File: src/rtl/picorv32_freeahb_pkg.sv
// Shared types and constants for the PicoRV32 to FreeAHB bridge.
package picorv32_freeahb_pkg;

  typedef enum logic [1:0] {
    ST_IDLE   = 2'd0,
    ST_RD_REQ = 2'd1,
    ST_WR_REQ = 2'd2,
    ST_DONE   = 2'd3
  } state_e;

  localparam logic [2:0] HSIZE_BYTE = 3'b000;
  localparam logic [2:0] HSIZE_HALF = 3'b001;
  localparam logic [2:0] HSIZE_WORD = 3'b010;

  localparam logic [1:0] HPROT_UPPER = 2'b00;
  localparam logic       HPROT_PRIV  = 1'b1;

  // HPROT[0] is 0 for an opcode fetch, 1 for a data access.
  function automatic logic [3:0] hprot(input logic instr);
    return {HPROT_UPPER, HPROT_PRIV, ~instr};
  endfunction

endpackage

File: src/rtl/picorv32_freeahb_strb_decode.sv
// Byte-strobe to HSIZE/address-offset decode for writes.
// Sub-word decode is enabled by PICO_FREEAHB_SUBWORD_EN; otherwise every write is a word.
module picorv32_freeahb_strb_decode
  import picorv32_freeahb_pkg::*;
(
  input  logic [3:0] wstrb_i,
  output logic [2:0] size_o,
  output logic [1:0] offset_o
);

`ifdef PICO_FREEAHB_SUBWORD_EN
  always_comb begin
    size_o   = HSIZE_WORD;
    offset_o = 2'd0;
    unique case (wstrb_i)
      4'b0001: begin size_o = HSIZE_BYTE; offset_o = 2'd0; end
      4'b0010: begin size_o = HSIZE_BYTE; offset_o = 2'd1; end
      4'b0100: begin size_o = HSIZE_BYTE; offset_o = 2'd2; end
      4'b1000: begin size_o = HSIZE_BYTE; offset_o = 2'd3; end
      4'b0011: begin size_o = HSIZE_HALF; offset_o = 2'd0; end
      4'b1100: begin size_o = HSIZE_HALF; offset_o = 2'd2; end
      default: begin size_o = HSIZE_WORD; offset_o = 2'd0; end
    endcase
  end
`else
  logic unused_strb;
  assign unused_strb = ^wstrb_i;
  assign size_o      = HSIZE_WORD;
  assign offset_o    = 2'd0;
`endif

endmodule

File: src/rtl/picorv32_to_freeahb_adapter.sv
// PicoRV32 native memory port to FreeAHB master request bridge, one single-beat transfer per request.
// Sub-word write sizing is controlled by PICO_FREEAHB_SUBWORD_EN (see picorv32_freeahb_strb_decode).
module picorv32_to_freeahb_adapter
  import picorv32_freeahb_pkg::*;
(
  input  logic        freeahb_clk,
  input  logic        freeahb_resetn,
  input  logic        mem_valid,
  input  logic        mem_instr,
  input  logic [31:0] mem_addr,
  input  logic [31:0] mem_wdata,
  input  logic [3:0]  mem_wstrb,
  output logic        mem_ready,
  output logic [31:0] mem_rdata,
  output logic        freeahb_valid,
  output logic [31:0] freeahb_addr,
  output logic [2:0]  freeahb_size,
  output logic        freeahb_write,
  output logic        freeahb_read,
  output logic [31:0] freeahb_wdata,
  output logic [31:0] freeahb_min_len,
  output logic        freeahb_cont,
  output logic [3:0]  freeahb_prot,
  output logic        freeahb_lock,
  input  logic        freeahb_next,
  input  logic        freeahb_ready,
  input  logic [31:0] freeahb_rdata,
  input  logic [31:0] freeahb_result_addr
);

  state_e      state_q;
  logic        mem_ready_q;
  logic [31:0] mem_rdata_q;
  logic        valid_q;
  logic        write_q;
  logic        read_q;
  logic [31:0] addr_q;
  logic [31:0] wdata_q;
  logic [2:0]  size_q;
  logic [3:0]  prot_q;

  logic [2:0]  wr_size;
  logic [1:0]  wr_offset;

  picorv32_freeahb_strb_decode u_strb_decode (
    .wstrb_i  (mem_wstrb),
    .size_o   (wr_size),
    .offset_o (wr_offset)
  );

  always_ff @(posedge freeahb_clk or negedge freeahb_resetn) begin
    if (!freeahb_resetn) begin
      state_q     <= ST_IDLE;
      mem_ready_q <= 1'b0;
      mem_rdata_q <= '0;
      valid_q     <= 1'b0;
      write_q     <= 1'b0;
      read_q      <= 1'b0;
      addr_q      <= '0;
      wdata_q     <= '0;
      size_q      <= HSIZE_WORD;
      prot_q      <= '0;
    end else begin
      mem_ready_q <= 1'b0;
      unique case (state_q)
        ST_IDLE: begin
          if (mem_valid) begin
            valid_q <= 1'b1;
            wdata_q <= mem_wdata;
            prot_q  <= hprot(mem_instr);
            if (mem_wstrb == 4'b0000) begin
              read_q  <= 1'b1;
              addr_q  <= {mem_addr[31:2], 2'b00};
              size_q  <= HSIZE_WORD;
              state_q <= ST_RD_REQ;
            end else begin
              write_q <= 1'b1;
              addr_q  <= {mem_addr[31:2], wr_offset};
              size_q  <= wr_size;
              state_q <= ST_WR_REQ;
            end
          end
        end
        ST_RD_REQ: begin
          if (freeahb_ready) begin
            mem_rdata_q <= freeahb_rdata;
            mem_ready_q <= 1'b1;
            valid_q     <= 1'b0;
            read_q      <= 1'b0;
            state_q     <= ST_DONE;
          end
        end
        ST_WR_REQ: begin
          if (freeahb_next) begin
            mem_ready_q <= 1'b1;
            valid_q     <= 1'b0;
            write_q     <= 1'b0;
            state_q     <= ST_DONE;
          end
        end
        ST_DONE: state_q <= ST_IDLE;
        default: state_q <= ST_IDLE;
      endcase
    end
  end

  assign mem_ready       = mem_ready_q;
  assign mem_rdata       = mem_rdata_q;
  assign freeahb_valid   = valid_q;
  assign freeahb_write   = write_q;
  assign freeahb_read    = read_q;
  assign freeahb_addr    = addr_q;
  assign freeahb_wdata   = wdata_q;
  assign freeahb_size    = size_q;
  assign freeahb_prot    = prot_q;
  assign freeahb_min_len = '0;
  assign freeahb_cont    = 1'b0;
  assign freeahb_lock    = 1'b0;

  // Reads are always word-aligned, so the low address bits never reach the bus.
  logic unused_inputs;
  assign unused_inputs = ^{freeahb_result_addr, mem_addr[1:0]};

endmodule

File: config.mk
export PLATFORM = sky130hd
export DESIGN_NAME = picorv32_to_freeahb_adapter
export DESIGN_NICKNAME = d
export VERILOG_FILES = /design/src/rtl/picorv32_freeahb_pkg.sv /design/src/rtl/picorv32_freeahb_strb_decode.sv /design/src/rtl/picorv32_to_freeahb_adapter.sv
export SDC_FILE = /design/constraint.sdc
export NUM_CORES = 1
export LEC_CHECK = 0
export CORE_UTILIZATION = 40
export CTS_CLUSTER_DIAMETER = 100
export CTS_CLUSTER_SIZE = 30
export DETAILED_ROUTE_END_ITERATION = 10
export MAX_ROUTING_LAYER = met4
export PLACE_DENSITY = 0.9
export SYNTH_ARGS = -nofsm -noshare
export SYNTH_HDL_FRONTEND = slang
export SYNTH_HIERARCHICAL = 1
export SYNTH_SLANG_ARGS = --single-unit
File: constraint.sdc
create_clock -name freeahb_clk -period 4 [get_ports freeahb_clk]
set_input_delay 1 -clock freeahb_clk [delete_from_list [all_inputs] [get_ports freeahb_clk]]
set_output_delay 1 -clock freeahb_clk [all_outputs]
set_load 0.03 [all_outputs]
## Word level (Yosys, flattened, before mapping)

Cells that the tools add are included.

- Equal/unequal tests: 8
- Muxes and demuxes: 18
- Bitwise operators: 1
- Reductions and logical operators: 11

Operator list:

| cell | number |
|---|---|
| 4-bit AND reduction | 3 |
| 2-bit inequality test (second input constant) | 5 |
| 1-bit 2-to-1 mux | 9 |
| 2-bit 2-to-1 mux | 4 |
| 2-bit one-hot mux with 4 select lines | 1 |
| 1-bit one-hot mux with 2 select lines | 3 |
| 2-bit equality test (second input constant) | 2 |
| 4-bit zero test | 1 |
| 2-bit AND reduction | 2 |
| 2-bit nonzero test | 2 |
| 1-bit one-hot mux with 3 select lines | 1 |
| 3-bit AND reduction | 1 |
| 3-bit nonzero test | 1 |
| 2-bit by 1-bit equality test with 1-bit output (second input constant) | 1 |
| 2-bit zero test | 1 |
| 1-bit NOT | 1 |

- Flip-flop bits (word level): 102
- Bits of input ports: 138
- Output and inout port bits: 141
- Logic and storage cells: 47

## Longest topological paths before layout

- Depth in word-level cells: 4
- Mapped depth: 7
- Gate-level depth less buffers: 5

## Hierarchy

Netlist, hierarchy kept.

Modules (own cells, without submodules):

| module | times used | cells an instance | area an instance (um^2) | seq. area each (um^2) |
|---|---|---|---|---|
| picorv32_to_freeahb_adapter | 1 | 302 | 4459.3 | 2678.8 |
| picorv32_freeahb_strb_decode | 1 | 7 | 45.0 | 0.0 |

## Least setup slack after synthesis

Ideal clock, no wire load.

- Path type: input -> register
- Start: in mem_valid
- End: reg addr_q[30] (netlist: freeahb_addr[30])
- Library setup time: 0.128 ns
- Arrival: 1.770 ns
- Required time: 3.872 ns
- Setup slack: 2.103 ns
- Stages on the path: 4
- Path buffers: 2
- Path through: buf_2 -> nand2_2 -> buf_2 -> mux2_1

- Cells in the longest elaborated chain, start to end: 1

Ends and longest elaborated chain:

| what | RTL line | RTL |
|---|---|---|
| start, declared | picorv32_to_freeahb_adapter.sv:8 | `input logic mem_valid,` |
| 2-bit AND reduction (no source line) | n/a |  |
| end signal, assigned | picorv32_to_freeahb_adapter.sv:73 | `addr_q <= {mem_addr[31:2], 2'b00};` |
| end signal, assigned | picorv32_to_freeahb_adapter.sv:78 | `addr_q <= {mem_addr[31:2], wr_offset};` |
| end, declared | picorv32_to_freeahb_adapter.sv:37 | `logic [31:0] addr_q;` |

Every way passes these cells.
A chain may end at the register's enable or synchronous reset.

==> impl_results.md <==
* Beginning of the critical path: freeahb_size[1]
* Synth warn at 6
* Routability cong. at 0.852
* Mean Syn Cell Area at 14.6 um2
* Actual slew at the worst max-slew pin at around 660 ps
* Max Cap Violations at 0
* Max-slew violation count at 0
* Ratio of cells with drive above 1 in the final layout at 0.223
* # DRC at 0
* Synth top area share at 0.589
* Largest delay share family, worst path: buffers and inverters
* Commonest non-fill, non-tap cell in the layout: clkdlybuf4s50_1
* Hpwl dp at 7510 um
* Io pins at 279
* Number of setup buffers added after CTS at 0
* Initial antenna violation count at 0
* Slowest CP cell: clkdlybuf4s50_1
* HP Start: freeahb_size[0]
* Worst Path Required at 3000 ps
* Vias in the first global route at 3180
* Final setup TNS at 0 ps
* RR Startpoint: state_q[0]
* Longest Clk Path Bufs at 2
* Crit Path Max Fanout at 2
* Slew HR at 0.559
* Final Cell Area at around 6700 um2
* RSZ-0062 raised after global routing: false
* Initial DRC count at 60
* Layout Skew at 19.1 ps
* Clock Latency Late Sink at 360 ps
* Unique masters post-synth at 30
* CTS tree: yes
* Slowest stage delay, CP at 670 ps
* Net count, final at 660
* Arr. time, crit path at around 1600 ps
* First-pass GRT wire length at 15200 um
* Lkg Pwr at between 2 and 3 nW
* Net Sw Frac at 0.413
* Crit path kind: reg2out
* Core area at between 10000 and 15000 um2
* GRT overflow at 0
* Die area at between 10000 and 15000 um2
* Post-synth top area cell: dfrtp_1
* Tmin final at 2570 ps
* Post-cts resize count at 0
* H-tree depth at 3
* R2R depth at 5
* Vias at 3013
* Clock sink count at 107
* Setup crit start kind: flop
* Post-route ant nets at 0
* Power Density at roughly 860 nW/um2
* RR Endpoint: freeahb_wdata[29]
* Vias per cell at 4.56
* Root Driver: clkbuf_8
* Fmax achieved at 389 MHz
* Post-Syn Area at between 4000 and 5000 um2
* Antenna Cells at 0
* P_sw at 2.39 mW
* Die width at 108 um
* Number of register bits inferred by synthesis at 107
* CTS Hold Bufs at 0
* GRT Total Usage at 0.175
* Clock share of power at 0.100
* TritonCTS buffer count at 9
* Crit path buf inv count at 1
* Initial Util at 0.414
* Pint at 3.39 mW
* Status: finished clean
* Core Rows at 38
* Ranking of synthesized cells by area: dfrtp_1 59%, mux2_2 23%, buf_4 7.8%
* Sequential share of the synthesized area at 0.595
* Worst Hold End: freeahb_size[0]
* Final Hold Vio Count at 0
* Max IR drop VDD at ~0.00053 V
* Routed WL at around 9900 um
* Crit path cell chain: clkdlybuf4s50_1
* WHS at 495 ps
* Placed cell areas at around 6600 um2
* Flop-to-flop setup slack at 2170 ps
* Crit path capture type: output port
* Worst Hold Class: reg2reg
* Syn Inst Count at 309
* Clock slew at reported path FFs at 110 ps
* Die Height at 108 um
* Hold Crit Depth at 2
* Area growth syn-to-layout at 49.4%
* Logic pwr share at 0.570
* Largest net degree at the start of global routing at 72
* Tcrit/Tclk final at 0.643
* Final setup violating endpoints at 0
* Port buffer count at 208
* Sequential share of power at 0.330
* CP Depth at 1
* Drt wl/cell at 15.0 um
* DR pass1 iterations at 4
* Commonest cells after routing, fill and taps aside: 207 x clkdlybuf4s50_1, 106 x dfrtp_1, 93 x mux2_2
[synthesized netlist by cell type]
cell      number
dfstp_2        1
buf_2          5
o41ai_1        1
mux2_1         1
nand2b_1       1
clkbuf_2       1
o31ai_1        1
nand2_1        9
o211ai_1       1
nor2b_1        3
a21oi_2        1
o41a_1         1
nor2_1         2
mux2_2        93
conb_1         3
or2b_1         1
ha_1           6
nor3_2         1
buf_4         47
mux2i_1        4
dfrtp_1      106
nor4_4         1
nand3_1        4
a21boi_0       1
nand2_2        1
o311ai_0       1
nor4_1         1
inv_1          4
o21ai_0        6
mux2_4         1
[power groups by stage]
stage | Combinational (mW) | Sequential (mW) | Clock, mW
floorplan | 0.892 | 2.98 | 0
detailed placement | 3.32 | 1.94 | 0
finish | 3.30 | 1.91 | 0.581
CTS | 3.33 | 1.91 | 0.608
global placement | 3.26 | 1.89 | 0
global route | 3.46 | 1.97 | 0.647
[registers in the layout, indices dropped and copies added, names as in the netlist]
signal and flops:
freeahb_addr 32, freeahb_prot 2, freeahb_read 1, freeahb_size 3
freeahb_valid 1, freeahb_wdata 32, freeahb_write 1, mem_rdata 32
mem_ready 1, state_q 2
[how the worst max path moves through the flow]
stage / end
finish: freeahb_size[1]
global route: freeahb_size[1]
CTS: freeahb_size[1]
detailed placement: freeahb_wdata[29]
global placement: freeahb_addr[5]
floorplan: freeahb_addr[30]
[final cells by class]
class / instances / area (um2)
well taps: 140 / 175
clock buffers: 12 / 135
flip-flops and latches: 107 / 2680
repair buffers: 211 / 2130
inverters: 4 / 15.0
multi-input cells: 183 / 1570
fillers: 824 / 4160
clock inverters: 4 / 28.8
[through the flow]
step	power [mW]	instances	util	setup slack (ps)
floorplan	3.87	347	-	2100
global placement	5.15	645	0.603	1470
detailed placement	5.25	645	0.603	1430
CTS	5.85	661	0.618	1390
global route	6.08	661	0.618	1370
finish	5.78	661	0.618	1430
[worst min-delay path, delay by kind of cell, from the launching register on]
kind	cells	cell delay (ps)
simple gates	1	40
compound gates	1	60
flops	1	350
[cell families (layout without fill, tap and decap cells)]
family | after synthesis | in the layout | share of synthesized area
AO/OA/AOI/OAI | 13 | 13 | 0.0200
adder cells (fa/ha/maj) | 6 | 6 | 0.0167
buffers and inverters | 57 | 231 | 0.0883
flip-flops | 107 | 107 | 0.595
multiplexers | 99 | 99 | 0.247
other | 3 | 41 | 0.00250
AND/OR/NAND/NOR | 24 | 24 | 0.0306
[layer usage]
layer | up-vias | track usage | part of all wire
li1 | 1393 | - | -
met1 | 1455 | 0.195 | 0.39
met2 | 156 | 0.307 | 0.52
met3 | 9 | 0.0458 | 0.080
met4 | 0 | 0.0528 | 0.0092
met5 | - | - | 0
Note: power is estimated with default switching activity, not from simulation.
